[config.mk]
export PLATFORM = sky130hd
export DESIGN_NAME = vga_buf_writer_flat
export DESIGN_NICKNAME = d
export VERILOG_FILES = /design/src/rtl/vga_buf_writer_if.sv /design/src/rtl/vga_buf_writer.sv /design/src/flat_wrapper.sv
export SDC_FILE = /design/constraint.sdc
export NUM_CORES = 1
export LEC_CHECK = 0
export ABC_CLOCK_PERIOD_IN_PS = 2990
export BUFFER_PORTS_ARGS = -buffer_cell sky130_fd_sc_hd__buf_2
export CORE_ASPECT_RATIO = 1.75
export CORE_UTILIZATION = 55
export CTS_BUF_LIST = sky130_fd_sc_hd__clkbuf_2
export DETAILED_ROUTE_END_ITERATION = 8
export HOLD_SLACK_MARGIN = 0.06
export PLACE_DENSITY = 0.84
export SLEW_MARGIN = 30
export SYNTH_ARGS = -nofsm -noshare
export SYNTH_HDL_FRONTEND = slang
export SYNTH_SLANG_ARGS = --single-unit
[constraint.sdc]
create_clock -name CLK33MHz -period 2.99 [get_ports CLK33MHz]
set_input_delay 0.299 -clock CLK33MHz [delete_from_list [all_inputs] [get_ports CLK33MHz]]
set_output_delay 0.299 -clock CLK33MHz [all_outputs]
set_load 0.01 [all_outputs]
[src/rtl/vga_buf_writer_if.sv]
// Pixel-request, clear-command, status and RAM port B bundle for vga_buf_writer.
// master = rasteriser/RAM side, slave = the write engine.
interface vga_buf_writer_if;
  logic        req_valid;
  logic        req_ready;
  logic [9:0]  req_x;
  logic [4:0]  req_y;
  logic [7:0]  req_pixel;
  logic        clr_start;
  logic        clr_buf;
  logic [7:0]  clr_color;
  logic        busy;
  logic        done;
  logic        err;
  logic [15:0] ADDR_B;
  logic [15:0] DIN_B;
  logic        WE_B;
  logic [15:0] DOUT_B;

  modport slave (
    input  req_valid, req_x, req_y, req_pixel, clr_start, clr_buf, clr_color, DOUT_B,
    output req_ready, busy, done, err, ADDR_B, DIN_B, WE_B
  );
  modport master (
    output req_valid, req_x, req_y, req_pixel, clr_start, clr_buf, clr_color, DOUT_B,
    input  req_ready, busy, done, err, ADDR_B, DIN_B, WE_B
  );
endinterface

[src/rtl/vga_buf_writer.sv]
// Read-modify-write pixel engine for the 16-bit video RAM port B.
// Define VGA_WR_CLEAR_EN to build in the whole-buffer clear engine.
module vga_buf_writer #(
  parameter logic [15:0] BUF1_START = 16'd0,
  parameter logic [15:0] BUF2_START = 16'd5120,
  parameter int          BUF_WORDS  = 5120
) (
  input logic              CLK33MHz,
  input logic              RST,
  vga_buf_writer_if.slave  bus
);
  typedef enum logic [2:0] {
    IDLE,
    RD,
    MRG,
    WR
`ifdef VGA_WR_CLEAR_EN
    , CLR
`endif
  } state_t;

  state_t      state_q, state_d;
  logic [15:0] word_q, word_d;
  logic        lane_q, lane_d;
  logic [7:0]  pix_q, pix_d;
  logic [15:0] addr_q, addr_d;
  logic [15:0] din_q, din_d;
  logic        we_q, we_d;
  logic        busy_q, busy_d;
  logic        done_q, done_d;
  logic        err_q, err_d;
  logic        ready;

  logic [13:0] req_lin;
  logic [15:0] req_word;
  assign req_lin  = 14'(bus.req_y[3:0]) * 14'd640 + {4'b0, bus.req_x};
  assign req_word = (bus.req_y[4] ? BUF2_START : BUF1_START) + {3'b0, req_lin[13:1]};

`ifdef VGA_WR_CLEAR_EN
  localparam int CNT_W = $clog2(BUF_WORDS + 1);
  logic [CNT_W-1:0] cnt_q, cnt_d;
  logic             clr_go;
  assign clr_go = bus.clr_start;
`else
  logic unused_clr;
  assign unused_clr = ^{bus.clr_start, bus.clr_buf, bus.clr_color};
`endif

  always_comb begin
    state_d = state_q;
    word_d  = word_q;
    lane_d  = lane_q;
    pix_d   = pix_q;
    addr_d  = addr_q;
    din_d   = din_q;
    we_d    = 1'b0;
    done_d  = 1'b0;
    err_d   = 1'b0;
    ready   = 1'b0;
`ifdef VGA_WR_CLEAR_EN
    cnt_d   = cnt_q;
`endif
    case (state_q)
      IDLE: begin
        ready = 1'b1;
`ifdef VGA_WR_CLEAR_EN
        // A clear command pre-empts any pixel request offered in the same cycle.
        ready = ~clr_go;
        if (clr_go) begin
          state_d = CLR;
          word_d  = bus.clr_buf ? BUF2_START : BUF1_START;
          pix_d   = bus.clr_color;
          addr_d  = word_d;
          din_d   = {bus.clr_color, bus.clr_color};
          we_d    = 1'b1;
          done_d  = (BUF_WORDS == 1);
          cnt_d   = CNT_W'(1);
        end else
`endif
        if (bus.req_valid) begin
          if (bus.req_x >= 10'd640) begin
            err_d = 1'b1;
          end else begin
            state_d = RD;
            word_d  = req_word;
            lane_d  = req_lin[0];
            pix_d   = bus.req_pixel;
            addr_d  = req_word;
          end
        end
      end
      RD:  state_d = MRG;
      MRG: begin
        // DOUT_B now holds the word addressed during RD; even x owns the high byte.
        state_d = WR;
        we_d    = 1'b1;
        addr_d  = word_q;
        din_d   = lane_q ? {bus.DOUT_B[15:8], pix_q} : {pix_q, bus.DOUT_B[7:0]};
        done_d  = 1'b1;
      end
      WR:  state_d = IDLE;
`ifdef VGA_WR_CLEAR_EN
      CLR: begin
        if (cnt_q == CNT_W'(BUF_WORDS)) begin
          state_d = IDLE;
        end else begin
          addr_d = word_q + 16'(cnt_q);
          din_d  = {pix_q, pix_q};
          we_d   = 1'b1;
          done_d = (cnt_q == CNT_W'(BUF_WORDS - 1));
          cnt_d  = cnt_q + CNT_W'(1);
        end
      end
`endif
      default: state_d = IDLE;
    endcase
    busy_d = (state_d != IDLE);
  end

  always_ff @(posedge CLK33MHz or posedge RST) begin
    if (RST) begin
      state_q <= IDLE;
      word_q  <= '0;
      lane_q  <= 1'b0;
      pix_q   <= '0;
      addr_q  <= '0;
      din_q   <= '0;
      we_q    <= 1'b0;
      busy_q  <= 1'b0;
      done_q  <= 1'b0;
      err_q   <= 1'b0;
`ifdef VGA_WR_CLEAR_EN
      cnt_q   <= '0;
`endif
    end else begin
      state_q <= state_d;
      word_q  <= word_d;
      lane_q  <= lane_d;
      pix_q   <= pix_d;
      addr_q  <= addr_d;
      din_q   <= din_d;
      we_q    <= we_d;
      busy_q  <= busy_d;
      done_q  <= done_d;
      err_q   <= err_d;
`ifdef VGA_WR_CLEAR_EN
      cnt_q   <= cnt_d;
`endif
    end
  end

  assign bus.req_ready = ready;
  assign bus.ADDR_B    = addr_q;
  assign bus.DIN_B     = din_q;
  assign bus.WE_B      = we_q;
  assign bus.busy      = busy_q;
  assign bus.done      = done_q;
  assign bus.err       = err_q;
endmodule

[src/flat_wrapper.sv]
// flat-port wrapper written by rule: the top's interface ports become plain ports
module vga_buf_writer_flat 
#(
  parameter logic [15:0] BUF1_START = 16'd0,
  parameter logic [15:0] BUF2_START = 16'd5120,
  parameter int          BUF_WORDS  = 5120
)
  (CLK33MHz, RST, bus_req_valid, bus_req_x, bus_req_y, bus_req_pixel, bus_clr_start, bus_clr_buf, bus_clr_color, bus_DOUT_B, bus_req_ready, bus_busy, bus_done, bus_err, bus_ADDR_B, bus_DIN_B, bus_WE_B);
  vga_buf_writer_if bus_i ();
  input logic CLK33MHz;
  input logic RST;
  input wire logic [$bits(bus_i.req_valid)-1:0] bus_req_valid;
  input wire logic [$bits(bus_i.req_x)-1:0] bus_req_x;
  input wire logic [$bits(bus_i.req_y)-1:0] bus_req_y;
  input wire logic [$bits(bus_i.req_pixel)-1:0] bus_req_pixel;
  input wire logic [$bits(bus_i.clr_start)-1:0] bus_clr_start;
  input wire logic [$bits(bus_i.clr_buf)-1:0] bus_clr_buf;
  input wire logic [$bits(bus_i.clr_color)-1:0] bus_clr_color;
  input wire logic [$bits(bus_i.DOUT_B)-1:0] bus_DOUT_B;
  output wire logic [$bits(bus_i.req_ready)-1:0] bus_req_ready;
  output wire logic [$bits(bus_i.busy)-1:0] bus_busy;
  output wire logic [$bits(bus_i.done)-1:0] bus_done;
  output wire logic [$bits(bus_i.err)-1:0] bus_err;
  output wire logic [$bits(bus_i.ADDR_B)-1:0] bus_ADDR_B;
  output wire logic [$bits(bus_i.DIN_B)-1:0] bus_DIN_B;
  output wire logic [$bits(bus_i.WE_B)-1:0] bus_WE_B;
  assign bus_i.req_valid = bus_req_valid;
  assign bus_i.req_x = bus_req_x;
  assign bus_i.req_y = bus_req_y;
  assign bus_i.req_pixel = bus_req_pixel;
  assign bus_i.clr_start = bus_clr_start;
  assign bus_i.clr_buf = bus_clr_buf;
  assign bus_i.clr_color = bus_clr_color;
  assign bus_i.DOUT_B = bus_DOUT_B;
  assign bus_req_ready = bus_i.req_ready;
  assign bus_busy = bus_i.busy;
  assign bus_done = bus_i.done;
  assign bus_err = bus_i.err;
  assign bus_ADDR_B = bus_i.ADDR_B;
  assign bus_DIN_B = bus_i.DIN_B;
  assign bus_WE_B = bus_i.WE_B;
  vga_buf_writer #(.BUF1_START(BUF1_START), .BUF2_START(BUF2_START), .BUF_WORDS(BUF_WORDS)) u_core (.CLK33MHz(CLK33MHz), .RST(RST), .bus(bus_i));
endmodule
==> results.toml <==
[critical_path]
cpPeakStageDelay_ns = 0.42
crit_path_start_kind = "primary input"
cp_data_arrival_time_ns = 2.90
path_delay_family = "adder cells"
endpoint_kind = "flop"
r2r_setup_slack_ns = 1.01
r2r_end = "u_core.word_q[9]"
cp_common_cell = "ha_1"
critPathKind = "primary input to flop"
worstReg2RegStart = "u_core.state_q[2]"
reg2regPathDepth = 4
critPathBufInv = 2
path_cells = "buf_2 -> ha_1 -> ha_1 -> inv_1 -> fa_1 -> nand2b_1 -> nor2_1 -> mux2i_1 -> o2bb2ai_1 -> ha_1 -> xnor2_1 -> nand3_1 -> o21ai_0 -> o21ai_0"
critPathMaxFanout = 5
cpMaxStageDelayCell = "fa_1"
worstPathRequired_ns = 3.32

[cts]
insertion_delay_ns = 0.48
path_clk_slew_ns = 0.18
cts_made_buffers = 9
htree_num_levels = 3
post-cts-setup-buffers = 0
clk_path_buf_depth = 2
cts-resized-gates = 0
root_buffer = "clkbuf_2"
cts_tree = "built"
cts.sinks = 59

[floorplan]
rows = 34
initial_core_util = 0.567
io-pin-count = 89
die_w_um = 55.9
core_area_um2 = 4930
die_area_um2 = 5390
die_h_um = 96.4

[pwr]
combPwrFrac = 0.329
swShare = 0.346
ir_drop_mv = 0.554
p_leak_nw = 1.79
pwr-share-seq = 0.472
intPower_mw = 1.82
net-switching-power_mw = 0.963
pwr-share-clk = 0.199
power_density_nw_per_um2 = 795

[route]
drc = 3
vias_per_cell = 5.22
vias = 2265
drtPass1Iterations = 6
drtIter0Drc = 82
wire_per_inst_um = 13.5
antenna_left = 0
wirelength_mm = 5.86

[timing]
finalWorstSetupSlack_ns = 0.420
max-slew-margin-rel = 0.419
fmax_ghz = 0.389
worst_pin_slew_ns = 0.872
fin_worst_skew_ns = 0.0302
setup_viol = 0
finalHoldViolCount = 0
rsz0062_at_grt = "no"
fin_crit_ns = 2.57
fin_crit_sh = 0.859
final-max-slew-violation-count = 0

[synthesis]
yosys_most_used_dff = "dfrtp_1"
ys_top_cells_by_count = "75 x nand2_1, 59 x dfrtp_1, 24 x mux2i_1"
synth_cell_type_count = 34
yosysSeqAreaShare = 0.527
yosysTopAreaCell = "dfrtp_1"
yosysMostFrequentCell = "nand2_1"
ys.warnings.count = 0
synth_area_um2 = 2800
synth_area_per_cell_um2 = 9.97
synth_top_cell_area_share = 0.527
synth.top_cells.by_area = "dfrtp_1 53%, nand2_1 10%, mux2i_1 8.6%"
synth-seq-cells = 59
async_reset_ff_frac = 1.00
syn_inst = 281
synth_edf_count = 0

[placed_design]
dp_hpwl_mm = 4.16
place_congestion = 0.745
dp_slack_ns = -0.0744
io_buffers = 76

[flow_run]
drv_cap = 0

[global_route]
grt_pass1_vias = 2141
overflow = 0
grt_use_total = 0.229
grt_max_degree = 56
antenna_found_initial = 0
grt_pass1_wl_mm = 9.29

[outcome]
violations = "design-rule violations"
outcome = "complete, but fails checks"

[min_path]
worstHoldEndpoint = "u_core.bus.DIN_B[1]"
worstHoldStart = "bus_DOUT_B[1]"
holdPathStages = 3
hp-class = "primary input to flop"

[layout]
drive_gt1_frac = 0.266
post-route-util = 0.709
synthToLayoutAreaGrowth_pct = 25.0
fin_nets = 439
diodes = 0
sequential cells by signal (all words and copies together), names as in the netlist:
register	cells
u_core.bus.WE_B	1
u_core.bus.err	1
u_core.word_q	14
u_core.lane_q	1
u_core.state_q	3
u_core.bus.ADDR_B	14
u_core.pix_q	8
u_core.bus.busy	1
u_core.bus.DIN_B	16
worst max path at each step:
stage | start | to | slack (ns) | cells past startpoint
after floorplan | bus_req_y[1] | u_core.bus.ADDR_B[12] | 0.30 | 13
final | bus_req_y[3] | u_core.bus.ADDR_B[12] | 0.42 | 14
after CTS | bus_req_y[3] | u_core.bus.ADDR_B[12] | 0.46 | 14
after detailed placement | bus_req_y[3] | u_core.bus.ADDR_B[12] | -0.07 | 14
after global placement | bus_req_y[3] | u_core.bus.ADDR_B[12] | 0.07 | 14
after global routing | bus_req_y[3] | u_core.bus.ADDR_B[12] | 0.24 | 14
through the flow:
step / cells / cell area [um^2] / hold WS [ns] / TNS [ns] / power (mW)
finish: 434 / 3500 / 0.0986 / 0 / 2.78
global route: 434 / 3500 / 0.0840 / 0 / 2.99
CTS: 434 / 3500 / 0.0685 / 0 / 2.81
detailed placement: 402 / 3210 / 0.442 / -0.0744 / 2.24
global placement: 402 / 3210 / 0.457 / 0 / 2.19
floorplan: 283 / 2810 / 0.404 / 0 / 1.88
cells by family (layout without fill, tap and decap cells):
logic type	count (synthesis)	in the layout	share of synthesized area
adders and majority gates	12	12	0.0590
other	1	3	0.00134
xor gates and xnor gates	6	6	0.0188
and+or+nand+nor	109	109	0.164
buffers and inverters	25	122	0.0505
DFF	59	59	0.527
muxes	25	25	0.0898
AOI/OAI and AO/OA	44	44	0.0898
metal layers:
metal / GRT usage / part of all wire / vias up / routed length [um]
met5: 0 / 0 / - / 0
met3: 0.0479 / 0.041 / 11 / 240
li1: - / - / 1119 / -
met2: 0.416 / 0.56 / 71 / 3270
met4: 0.140 / 0.024 / 0 / 138
met1: 0.243 / 0.38 / 1064 / 2210
repair_timing:
action	in CTS	in global routing
hold buffers	16	0
setup endpoints to repair	0	0
endpoints found under the hold margin	72	0
final cells by class:
class                           instances  area, um^2
Inverter                                8        32.5
Tap cell                               54        67.6
Sequential cell                        59        1480
Multi-Input combinational cell        199        1190
Clock buffer                           10        50.0
Timing Repair Buffer                   98         598
Fill cell                             384        1440
Clock inverter                          6        80.1
worst reg2reg max path, delay by kind of cell (launching register included):
kind / cells / cell delay (ns)
AND/OR/NAND/NOR: 2 / 0.83
multiplexers: 1 / 0.35
buffers and inverters: 1 / 0.23
flip-flops: 1 / 0.48
layout by cell type (no fill, tap or decap), drive strengths merged:
cell type     n
ha           10
xnor2         6
o2bb2ai       1
o21a          1
fa            2
clkinv        3
dlygate4sd3  16
nand2b        1
nor3b         1
a221o         1
a22o          1
a21oi        20
inv           8
and2          1
mux2          1
a221oi        1
nand3         6
nor3          2
o21ai        14
buf          82
dfrtp        59
a21o          3
a211oi        2
bufinv        2
nor2b         2
clkbuf       10
nor4b         1
clkinvlp      1
conb          3
nand2        75
nor2         20
mux2i        24
power by group through the flow:
stage	Clock, mW	Sequential, mW	Combinational (mW)
finish	0.554	1.31	0.916
global route	0.600	1.35	1.04
CTS	0.569	1.31	0.927
detailed placement	0	1.33	0.910
global placement	0	1.31	0.874
floorplan	0	1.37	0.507
Power figures use the tool's default switching activity.
